===== src/rtl/useq_pkg.sv =====
// Shared definitions for the SCAMP microcode sequencer: physical microword
// constants, control-decoder bit masks and halt controller state encodings.
package useq_pkg;

  localparam int OPW = 8;
  localparam int TW  = 3;

  localparam logic [15:0] FETCH0 = 16'h8020;
  localparam logic [15:0] FETCH1 = 16'hB440;
  localparam logic [15:0] NOP    = 16'h8000;

  // Bit 15 is the inverted EO sense; [7:5] is the bus-input select field.
  localparam logic [15:0] M_EO    = 16'h8000;
  localparam logic [15:0] M_EX    = 16'h2000;
  localparam logic [15:0] M_NX    = 16'h1000;
  localparam logic [15:0] M_EY    = 16'h0800;
  localparam logic [15:0] M_NY    = 16'h0400;
  localparam logic [15:0] M_F     = 16'h0200;
  localparam logic [15:0] M_NO    = 16'h0100;
  localparam logic [15:0] M_IN    = 16'h00E0;
  localparam logic [15:0] M_AI    = 16'h0020;
  localparam logic [15:0] M_II    = 16'h0040;
  localparam logic [15:0] M_XI    = 16'h0060;
  localparam logic [15:0] M_JZ    = 16'h0008;
  localparam logic [15:0] M_JGT   = 16'h0004;
  localparam logic [15:0] M_JLT   = 16'h0002;
  localparam logic [15:0] M_JC    = 16'h0001;

  typedef enum logic [1:0] {
    ST_RUN  = 2'd0,
    ST_HALT = 2'd1,
    ST_STEP = 2'd2
  } halt_state_e;

  function automatic logic is_ii(input logic [15:0] ui);
    return ((ui & M_IN) == M_II);
  endfunction

endpackage


===== src/rtl/useq_if.sv =====
// Sequencer bus bundle: master is the CPU/panel side, slave is the sequencer.
interface useq_if
  import useq_pkg::*;
#(
  parameter int P_OPW = OPW,
  parameter int P_TW  = TW
);
  logic [15:0]          bus;
  logic [15:0]          urom_data;
  logic                 ii;
  logic                 rt;
  logic                 wait_req;
  logic                 ready;
  logic                 run;
  logic                 step;
  logic [P_OPW+P_TW-1:0] uaddr;
  logic [15:0]          uinstr;
  logic [P_TW-1:0]      tstate;
  logic                 halted;
  logic                 instr_done;

  modport master (
    output bus, urom_data, ii, rt, wait_req, ready, run, step,
    input  uaddr, uinstr, tstate, halted, instr_done
  );

  modport slave (
    input  bus, urom_data, ii, rt, wait_req, ready, run, step,
    output uaddr, uinstr, tstate, halted, instr_done
  );
endinterface


===== src/rtl/useq_halt.sv =====
// Run / single-step controller; parks the sequencer at instruction boundaries.
module useq_halt
  import useq_pkg::*;
(
  input  logic clk,
  input  logic reset,
  input  logic i_boundary,
  input  logic i_run,
  input  logic i_step,
  output logic o_halted
);

  halt_state_e r_state;
  halt_state_e w_next;

  // State register
  always_ff @(posedge clk or posedge reset) begin
    if (reset) begin
      r_state <= ST_HALT;
    end else begin
      r_state <= w_next;
    end
  end

  // Next-state logic; run outranks step, step is only honoured in HALT
  always_comb begin
    w_next = r_state;
    case (r_state)
      ST_RUN: begin
        if (i_boundary && !i_run) w_next = ST_HALT;
        else                      w_next = ST_RUN;
      end
      ST_HALT: begin
        if (i_run)       w_next = ST_RUN;
        else if (i_step) w_next = ST_STEP;
        else             w_next = ST_HALT;
      end
      ST_STEP: begin
        if (i_run)           w_next = ST_RUN;
        else if (i_boundary) w_next = ST_HALT;
        else                 w_next = ST_STEP;
      end
      default: w_next = ST_HALT;
    endcase
  end

  // Output decode
  always_comb begin
    o_halted = 1'b0;
    case (r_state)
      ST_HALT: o_halted = 1'b1;
      default: o_halted = 1'b0;
    endcase
  end

endmodule


===== src/rtl/useq.sv =====
// SCAMP microcode sequencer: T-state counter, opcode register, ROM address
// formation and fetch-step injection, with wait stalls and run/step halting.
module useq
  import useq_pkg::*;
(
  input  logic  clk,
  input  logic  reset,
  useq_if.slave u
);

  localparam logic [TW-1:0] T_ZERO = {TW{1'b0}};
  localparam logic [TW-1:0] T_ONE  = {{(TW-1){1'b0}}, 1'b1};
  localparam logic [TW-1:0] T_LAST = {TW{1'b1}};

  logic [TW-1:0]  r_tstate;
  logic [OPW-1:0] r_opcode;
  logic           w_halted;
  logic           w_stall;
  logic           w_adv;
  logic           w_last;
  logic           w_boundary;
  logic [15:0]    w_uinstr;

  assign w_stall    = u.wait_req & ~u.ready & ~w_halted;
  assign w_adv      = ~w_halted & ~w_stall;
  assign w_last     = u.rt | (r_tstate == T_LAST);
  assign w_boundary = w_adv & w_last;

  useq_halt u_halt (
    .clk        (clk),
    .reset      (reset),
    .i_boundary (w_boundary),
    .i_run      (u.run),
    .i_step     (u.step),
    .o_halted   (w_halted)
  );

  // T-state counter: holds while stalled or halted, restarts on RT or T7
  always_ff @(posedge clk or posedge reset) begin
    if (reset) begin
      r_tstate <= T_ZERO;
    end else if (w_adv) begin
      if (w_last) r_tstate <= T_ZERO;
      else        r_tstate <= r_tstate + T_ONE;
    end else begin
      r_tstate <= r_tstate;
    end
  end

  // Opcode register; a stalled II must not capture a bus value that is not yet valid
  always_ff @(posedge clk or posedge reset) begin
    if (reset) begin
      r_opcode <= {OPW{1'b0}};
    end else if (w_adv && u.ii) begin
      r_opcode <= u.bus[15:8];
    end else begin
      r_opcode <= r_opcode;
    end
  end

  // Microword select: fixed fetch steps at T0/T1, ROM afterwards
  always_comb begin
    w_uinstr = NOP;
    if (w_halted) begin
      w_uinstr = NOP;
    end else begin
      case (r_tstate)
        T_ZERO:  w_uinstr = FETCH0;
        T_ONE:   w_uinstr = FETCH1;
        default: w_uinstr = u.urom_data;
      endcase
    end
  end

  assign u.uinstr     = w_uinstr;
  assign u.uaddr      = {r_opcode, r_tstate};
  assign u.tstate     = r_tstate;
  assign u.halted     = w_halted;
  assign u.instr_done = w_boundary;

endmodule


===== src/flat_wrapper.sv =====
// flat-port wrapper written by rule: the top's interface ports become plain ports
module useq_flat import useq_pkg::*;
  (clk, reset, u_bus, u_urom_data, u_ii, u_rt, u_wait_req, u_ready, u_run, u_step, u_uaddr, u_uinstr, u_tstate, u_halted, u_instr_done);
  useq_if u_i ();
  input  logic clk;
  input  logic reset;
  input wire logic [$bits(u_i.bus)-1:0] u_bus;
  input wire logic [$bits(u_i.urom_data)-1:0] u_urom_data;
  input wire logic [$bits(u_i.ii)-1:0] u_ii;
  input wire logic [$bits(u_i.rt)-1:0] u_rt;
  input wire logic [$bits(u_i.wait_req)-1:0] u_wait_req;
  input wire logic [$bits(u_i.ready)-1:0] u_ready;
  input wire logic [$bits(u_i.run)-1:0] u_run;
  input wire logic [$bits(u_i.step)-1:0] u_step;
  output wire logic [$bits(u_i.uaddr)-1:0] u_uaddr;
  output wire logic [$bits(u_i.uinstr)-1:0] u_uinstr;
  output wire logic [$bits(u_i.tstate)-1:0] u_tstate;
  output wire logic [$bits(u_i.halted)-1:0] u_halted;
  output wire logic [$bits(u_i.instr_done)-1:0] u_instr_done;
  assign u_i.bus = u_bus;
  assign u_i.urom_data = u_urom_data;
  assign u_i.ii = u_ii;
  assign u_i.rt = u_rt;
  assign u_i.wait_req = u_wait_req;
  assign u_i.ready = u_ready;
  assign u_i.run = u_run;
  assign u_i.step = u_step;
  assign u_uaddr = u_i.uaddr;
  assign u_uinstr = u_i.uinstr;
  assign u_tstate = u_i.tstate;
  assign u_halted = u_i.halted;
  assign u_instr_done = u_i.instr_done;
  useq u_core (.clk(clk), .reset(reset), .u(u_i));
endmodule

===== config.mk =====
export PLATFORM = sky130hd
export DESIGN_NAME = useq_flat
export DESIGN_NICKNAME = d
export VERILOG_FILES = /design/src/rtl/useq_pkg.sv /design/src/rtl/useq_if.sv /design/src/rtl/useq_halt.sv /design/src/rtl/useq.sv /design/src/flat_wrapper.sv
export SDC_FILE = /design/constraint.sdc
export NUM_CORES = 1
export LEC_CHECK = 0
export CORE_ASPECT_RATIO = 0.75
export CORE_UTILIZATION = 31
export CTS_CLUSTER_SIZE = 24
export DETAILED_ROUTE_END_ITERATION = 16
export PLACE_DENSITY = 0.8
export SLEW_MARGIN = 10
export SYNTH_ARGS = -nofsm -noshare
export SYNTH_HDL_FRONTEND = slang
export SYNTH_SLANG_ARGS = --single-unit

===== constraint.sdc =====
create_clock -name clk -period 1.75 [get_ports clk]
set_input_delay 0.175 -clock clk [delete_from_list [all_inputs] [get_ports clk]]
set_output_delay 0.175 -clock clk [all_outputs]
set_load 0.005 [all_outputs]

# == After elaboration in Yosys (flattened, before gate mapping) ==
# Cells that the tools add are included.
# classes
add_sub_neg,1
n_eq_ne,4
n_mux,10
bitwise_logic,8
reduce_logical,5
# op_table
operator,count
$pmux 16 s2,1
$mux 16,1
$mux 2,4
$pmux 2 s3,1
$and 1x1->1,4
$add 3x1->3 const B,1
$eq 3x1->1 const B,1
$eq 3x3->1 const B,1
$logic_not 3->1,1
$mux 3,1
$not 1->1,3
$eq 2x1->1 const B,1
$eq 2x2->1 const B,1
$logic_and 1x1->1,2
$logic_not 2->1,1
$mux 1,2
$logic_not 1->1,1
$or 1x1->1,1
# totals
ff_bits,13
in_bits,40
output_inout_bits,32
wordCells,31

# == Depth between registers and ports, before layout ==
# logic_depth
ltp_word,10
mapped_depth,6
ltp_nobuf,5

# == Modules after synthesis ==
# From an unflattened synthesis, not the netlist that was laid out.
# hier_totals
cells_unflattened,77
hier_area_um2,794.5
# by_module_without_submodules
mod,instances,cells_per_inst,area_per_inst_um2,seq_area_each_um2
useq,1,67,686.9,275.3
useq_halt,1,10,107.6,51.3

# == Worst setup path after synthesis ==
# No wires, ideal clock.
# synth_path
path_type,register -> output
start,reg u_core.r_tstate[0] (netlist: u_core.u.tstate[0])
end,out u_uinstr[0]
arrival_time_ps,1176
t_required_ps,1575
path_slack_ps,399
stages_incl_launch_ff,7
path_cell_list,dfrtp_1 > inv_1 > ha_1 > nor2_1 > o21a_1 > clkbuf_2 > and2_1
# synth_between
elab_chain_len,3
elab_cells_between_ends,4
# synth_lines
item,line,source
start: declaration,useq.sv:15,logic [TW-1:0] r_tstate;
start signal: assignment,useq.sv:44,else r_tstate <= r_tstate + T_ONE;
start signal: assignment,useq.sv:46,r_tstate <= r_tstate;
$eq 3x1->1 / $logic_not 3->1 (equally long branches),useq.sv:67,case (r_tstate)
$pmux 16 s2 (*),useq.sv:67,
$mux 16 (*),useq.sv:64,if (w_halted) begin
end: declaration,flat_wrapper.sv:16,output wire logic [$bits(u_i.uinstr)-1:0] u_uinstr;
# Every way passes the cells marked *; elsewhere a longest branch is shown, timed or not.

# == Worst setup path in the final report ==
# layout_path
start,reg u_core.r_tstate[0] (netlist: u_core.u.tstate[0])
end,out u_uinstr[4]
# The elaborated chain is that of the path after synthesis.

==> impl_metrics.json <==
{
  "outcome": "finished, violations left",
  "violations": "negative setup slack",
  "drtPass1Iterations": 4,
  "intPower_mw": 1.021,
  "reg2reg_slack_ps": 50,
  "area.growth.synth_to_final_pct": 109.1,
  "rsz_0062_raised_after_global_routing": "yes",
  "drive_above_1_share_pct": 44.79,
  "ys_top_cells_by_count": "sky130_fd_sc_hd__dfrtp_1, sky130_fd_sc_hd__and2_1, sky130_fd_sc_hd__mux2_2, sky130_fd_sc_hd__nor2_1, sky130_fd_sc_hd__a21oi_1",
  "totalWireLength_um": 2963,
  "routedWlPerCell_um": 15.04,
  "power_switching_mw": 0.5045,
  "grt_start_max_net_pins": 14,
  "cts_tree": "yes",
  "synth.area.top_cells": "sky130_fd_sc_hd__dfrtp_1, sky130_fd_sc_hd__mux2_2, sky130_fd_sc_hd__and2_1",
  "critical_path.cell_chain": "inv_2, ha_4, nor2_4, o21a_4, buf_6, and2_4, buf_6",
  "clock_tree.htree_level_count": 1,
  "yosys.cell_types.count": 23,
  "synthFlopType": "sky130_fd_sc_hd__dfrtp_1",
  "share_of_synthesized_registers_carrying_an_async_set_or_reset_pct": 100.0,
  "vdd.ir_drop.worst_mv": 0.4227,
  "power.clock.fraction_pct": 12.4,
  "fillCellCount": 192,
  "grt_util_all_layers_pct": 21.36,
  "route.detailed.drc": 0,
  "maxCapViolations": 0,
  "timing.final.crit_share_pct": 100.3,
  "synth.yosys.warnings": 0,
  "die_area_um2": 2792,
  "final_hold_viol_count": 0,
  "timing.final.max_slew_violations": 0,
  "ys_seq_elements": 13,
  "synthesis.area_um2": 800.8,
  "grt_first_pass_wirelength_um": 4167,
  "die_height_um": 46.02,
  "synth_enable_flop_cells": 0,
  "initial_utilization_pct": 33.86,
  "clkSinkCount": 13,
  "worst_ep_required_time_ps": 1570,
  "total_power_mw": 1.526,
  "place.port_buffers": 63,
  "setup_slack_ps": -5.683,
  "pwr_density_cell_nw_per_um2": 911.5,
  "dr.first_iter.drc_count": 27,
  "worst_pin_slew_ps": 495.9,
  "crit_path_max_fanout": 4,
  "timing.critical_path.to_type": "output port",
  "place.detailed.hpwl_um": 1967,
  "synth-seq-area-share_pct": 40.78,
  "postCtsHoldBufs": 0,
  "synthesis.nets": 125,
  "critical-path-slowest-cell": "sky130_fd_sc_hd__dfrtp_2",
  "worst-setup-path-type": "reg -> out",
  "grt_overflow": 0,
  "pin_count": 72,
  "antenna_cells_inserted": 0,
  "cts_made_buffers": 3,
  "maximum_frequency_from_static_timing_analysis_mhz": 569.6,
  "maximum_clock_path_buffer_count": 2,
  "antenna_violations_before_repair": 0,
  "dp_worst_slack_ps": -130.2,
  "postSynthCellCount": 81,
  "power.sequential.fraction_pct": 26.2,
  "yosysTopAreaCellShare_pct": 37.50,
  "timing.slew.headroom_pct": 66.91,
  "fp-row-count": 15,
  "floorplan.core_area_um2": 2365,
  "setup_total_negative_slack_ps": -10.69,
  "synth_largest_area_cell": "sky130_fd_sc_hd__dfrtp_1",
  "final-setup-viol-count": 2,
  "crit_arrival_ps": 1580,
  "fin_nets": 208,
  "crit_path_max_incr_delay_ps": 460,
  "min_period_ps": 1756,
  "place.gp.congestion": 0.7521,
  "critPathMostFrequentCell": "sky130_fd_sc_hd__buf_6",
  "leakagePower_nw": 0.7515,
  "hp-class": "in -> async",
  "viasPerCell": 4.609,
  "clkLatencyLatePin_ps": 280,
  "clk_skew_ps": 7.029,
  "drt.antenna.violating_nets": 0,
  "critical_path.startpoint_type": "register",
  "vias_in_the_first_global_route": 923,
  "switching_part_of_the_total_pct": 33.06,
  "yosysMostFrequentCell": "sky130_fd_sc_hd__dfrtp_1",
  "combinationalPowerShare_pct": 61.4,
  "route.vias.total": 908,
  "path_clk_slew_ps": 80,
  "master_cell_of_the_clock_root_buffer": "sky130_fd_sc_hd__clkbuf_4",
  "die-width_um": 60.69,
  "avgSynthCellArea_um2": 9.886
}
==> sequential cells by signal, summed over array words and instances (netlist names) <==
register and flops:
u_core.r_opcode 8, u_core.u.tstate 3, u_core.u_halt.r_state 2
==> layout make-up <==
| class | count | area [um2] | area share (%) |
|---|---|---|---|
| flip-flops and latches | 13 | 327.8 | 19.58 |
| multi-input cells | 60 | 540.5 | 32.29 |
| repair buffers | 82 | 719.4 | 42.97 |
| well taps | 34 | 42.54 | 2.541 |
| inverters | 4 | 17.52 | 1.046 |
| clock buffers | 4 | 26.28 | 1.570 |
==> final timing paths <==
check / from / end / cells past startpoint
setup / recovery: u_core.u.tstate[0]$_DFFE_PP0P_ / u_uinstr[4] / 7
hold / removal: reset / u_core.u.tstate[1]$_DFFE_PP0P_ / 2
setup reg to reg: u_core.u.tstate[0]$_DFFE_PP0P_ / u_core.u_halt.r_state[0]$_DFF_PP1_ / 8
hold reg to reg: u_core.r_opcode[1]$_DFFE_PP0P_ / u_core.r_opcode[1]$_DFFE_PP0P_ / 1
max in group asynchronous: reset / u_core.u_halt.r_state[0]$_DFF_PP1_ / 2
min in group clk: u_step / u_core.u_halt.r_state[1]$_DFF_PP0_ / 3
==> what timing repair did <==
| action | in CTS | in global routing |
|---|---|---|
| gates resized for setup | 67 | 29 |
| cloned | 1 | 0 |
| pin swaps | 7 | 4 |
| buffers inserted | 10 | 1 |
| endpoints found under the setup margin | 18 | 19 |
==> layer usage <==
layer,vias to the layer above,track usage (%),part of all wire [%]
met4,0,11.36,3.3
met1,435,22.88,37
met3,8,7.102,4.0
met2,31,37.58,55
li1,434,-,-
met5,-,0,0
==> logic make-up after synthesis <==
logic type	share of synthesized area (%)
and+or+nand+nor	27.19
DFF	40.78
AOI/OAI and AO/OA	7.813
buffers and inverters	6.717
muxes	11.25
adders and majority gates	6.250
==> worst max-delay path: cells and delay by family (launching register included) <==
| kind | cells | cell delay (ps) |
|---|---|---|
| buffers and inverters | 3 | 310 |
| AO/OA/AOI/OAI | 1 | 210 |
| adder cells (fa/ha/maj) | 1 | 150 |
| flip-flops | 1 | 460 |
| AND/OR/NAND/NOR | 2 | 180 |
==> power by group through the flow <==
| stage | Clock [mW] | Combinational, mW | Sequential [mW] |
|---|---|---|---|
| after floorplan | 0 | 0.271 | 0.397 |
| after global placement | 0 | 0.707 | 0.388 |
| after detailed placement | 0 | 0.730 | 0.393 |
| after CTS | 0.189 | 0.863 | 0.396 |
| after global routing | 0.201 | 1.01 | 0.406 |
| final | 0.189 | 0.937 | 0.400 |
==> metrics by stage <==
stage	std cells	hold slack (ps)	util, %	area, um2
floorplan	81	51.24	-	800.8
global placement	181	483.1	63.23	1495
CTS	196	230.4	70.58	1669
finish	197	210.3	70.79	1674
global route	197	286.9	70.79	1674
detailed placement	181	497.2	63.23	1495
==> layout by cell type, fill, tap and decap left out <==
cell / n
sky130_fd_sc_hd__clkdlybuf4s50_1: 46
sky130_fd_sc_hd__nand4_1: 3
sky130_fd_sc_hd__a21oi_4: 1
sky130_fd_sc_hd__buf_6: 7
sky130_fd_sc_hd__inv_4: 1
sky130_fd_sc_hd__clkbuf_1: 1
sky130_fd_sc_hd__nor3_1: 1
sky130_fd_sc_hd__nor2_4: 1
sky130_fd_sc_hd__dfrtp_2: 1
sky130_fd_sc_hd__dfstp_2: 1
sky130_fd_sc_hd__o21a_4: 2
sky130_fd_sc_hd__inv_2: 2
sky130_fd_sc_hd__nand2b_4: 4
sky130_fd_sc_hd__nor2_2: 2
sky130_fd_sc_hd__nor2b_4: 2
sky130_fd_sc_hd__mux2_2: 8
sky130_fd_sc_hd__o21ai_0: 5
sky130_fd_sc_hd__nand2b_1: 1
sky130_fd_sc_hd__clkbuf_2: 9
sky130_fd_sc_hd__nand2_1: 3
sky130_fd_sc_hd__buf_2: 6
sky130_fd_sc_hd__clkbuf_4: 3
sky130_fd_sc_hd__dfrtp_1: 11
sky130_fd_sc_hd__ha_1: 2
sky130_fd_sc_hd__a21oi_2: 3
sky130_fd_sc_hd__inv_1: 1
sky130_fd_sc_hd__or4_1: 1
sky130_fd_sc_hd__nor2b_1: 1
sky130_fd_sc_hd__and2_4: 3
sky130_fd_sc_hd__nor2_1: 5
sky130_fd_sc_hd__a21oi_1: 2
sky130_fd_sc_hd__ha_4: 2
sky130_fd_sc_hd__buf_4: 14
sky130_fd_sc_hd__and2_1: 7
sky130_fd_sc_hd__nand3_4: 1
(Power assumes the default switching activity.)
==> patch: new RTL, config.mk and constraints unchanged <==
Re-encode `halt_state_e` (3 states) as one-hot, 3 bits wide.
--- a/src/rtl/useq_pkg.sv
+++ b/src/rtl/useq_pkg.sv
@@ -26,10 +26,10 @@
   localparam logic [15:0] M_JLT   = 16'h0002;
   localparam logic [15:0] M_JC    = 16'h0001;
 
-  typedef enum logic [1:0] {
-    ST_RUN  = 2'd0,
-    ST_HALT = 2'd1,
-    ST_STEP = 2'd2
+  typedef enum logic [2:0] {
+    ST_RUN  = 3'b001,
+    ST_HALT = 3'b010,
+    ST_STEP = 3'b100
   } halt_state_e;
 
   function automatic logic is_ii(input logic [15:0] ui);
Function: same outputs for any inputs over 10 cycles, from zero or initial values and one cycle with reset high; not proved beyond that.
==> patch against the original RTL <==
The flow still finishes with violations (setup timing); sequential cell count up 1; synthesized area up 8.9%; clock power is 59% higher; total power is 62% higher; setup slack worse by 87 ps; design area shrank 2.0%; via count rose by 2.9%; routed wire length decreased by 13%; global-route usage shrank 5.3 points; non-clock buffer count shrank 6; fmax is 4.7% lower; combinational power increased by 73%; sequential share of layout area is 1.9 points higher; largest cell class unchanged.
==> patch: results (changes against the original RTL) <==
- Crit path max-delay cell type: dfstp_2 (was dfrtp_2)
- Worst-path fanout max: 8 (was 4)
- Worst-path clk slew: 50 ps (was 80 ps)
- Vias in the first global route: 839 (was 923)
- WL met3: 66 µm (was 118 µm)
- Leakage: 0.737 nW (was 0.751 nW)
- IR drop worst, VDD: 0.583 mV (was 0.423 mV)
- Status: finished with violations (unchanged)
- Cells on worst reg2reg path: 4 (was 8)
- Adder-cell area share of the yosys netlist: 5.74% (was 6.25%)
- Largest net degree at the start of global routing: 15 (was 14)
- Failing checks: setup timing (unchanged)
- GPL Wtd Cong: 0.738 (was 0.752)
- Synth cell count leaders: o21ai_0 (14), dfrtp_1 (13), mux2_2 (8) (was dfrtp_1 (12), and2_1 (10), mux2_2 (8), nor2_1 (8), a21oi_1 (6))
- Total Wirelength: 2580 µm (was 2960 µm)
- Worst Skew: 3.85 ps (was 7.03 ps)
- Nets: 210 (was 208)
- GR met2 Demand/Resource: 29.0% (was 37.6%)
- Reg2reg setup slack: 70 ps (was 50 ps)
- Initial DRC count: 56 (was 27)
- Worst setup margin: -92.6 ps (was -5.68 ps)
- Most area-consuming cells after synthesis: dfrtp_1 (37%), mux2_2 (10%), o21ai_0 (8.0%) (was dfrtp_1 (38%), mux2_2 (11%), and2_1 (7.8%))
- Met1 usage: 20.2% (was 22.9%)
- Post-synthesis mux area share: 10.3% (was 11.2%)
- Clk Latency, worst-skew pair: 240 ps (was 280 ps)
- Vias after detailed routing: 934 (was 908)
- CTS root buffer: clkbuf_8 (was clkbuf_4)
- Max incr delay on CP: 520 ps (was 460 ps)
- Data arrival, critical path: 1670 ps (was 1580 ps)
- Post-synthesis compound-gate area fraction: 15.4% (was 7.81%)
- Relative slew slack: 66.4% (was 66.9%)
- Pre-CTS setup slack: -162 ps (was -130 ps)
- Layout cells sized above 1: 36.4% (was 44.8%)
- CP top delay family: simple AND/OR/NAND/NOR gates (was flip-flops)
- Setup tns final: -335 ps (was -10.7 ps)
- Post-synth net total: 133 (was 125)
- Seq/Total Area, Yosys: 40.3% (was 40.8%)
- Setup-failing EPs final: 5 (was 2)
- M1 WL: 1080 µm (was 1110 µm)
## patch: cell count changes after synthesis, sizes merged, moves of 2 or more
cell | unedited run | this run
nand2 | 3 | 5
o21ai | 5 | 14
nand4 | 3 | 0
nand2b | 5 | 0
nor2 | 8 | 4
nor2b | 3 | 1
## patch: per-stage QoR
stage	instances	hold WS (ps)	total power (W)	util, %	cell area [µm²]
floorplan	89	63.5	0.00124	-	872
global placement	195	490	0.00214	60.4	1600
detailed placement	195	491	0.00218	60.4	1600
CTS	201	276	0.00247	62.3	1650
global route	201	308	0.00269	62.1	1640
finish	201	264	0.00248	62.1	1640
## patch: power breakdown
part | switching, W | total, W | internal [W]
clock | 0.000101 | 0.000300 | 0.000199
combinational | 0.000659 | 0.00162 | 0.000960
sequential | 0.0000783 | 0.000561 | 0.000483
total | 0.000838 | 0.00248 | 0.00164
## patch: timing repair
| item | 4_1_cts | 5_1_grt |
|---|---|---|
| resized for setup | 63 | 18 |
| cloned | 0 | 0 |
| endpoints found under the setup margin | 18 | 18 |
| buffers inserted | 3 | 0 |
| pin swaps | 11 | 4 |
## patch: cell type report
class / count / area [µm²]
multi-input cells: 66 / 497
clock buffers: 4 / 55.1
repair buffers: 76 / 671
flip-flops and latches: 14 / 352
fillers: 228 / 1000
well taps: 36 / 45.0
inverters: 5 / 21.3
## patch: kinds of logic (layout without fill, tap and decap cells)
| group | after synthesis | count (layout) |
|---|---|---|
| muxes | 8 | 8 |
| buffers and inverters | 9 | 85 |
| AOI/OAI and AO/OA | 24 | 24 |
| and+or+nand+nor | 30 | 30 |
| DFF | 14 | 14 |
| adders and majority gates | 4 | 4 |
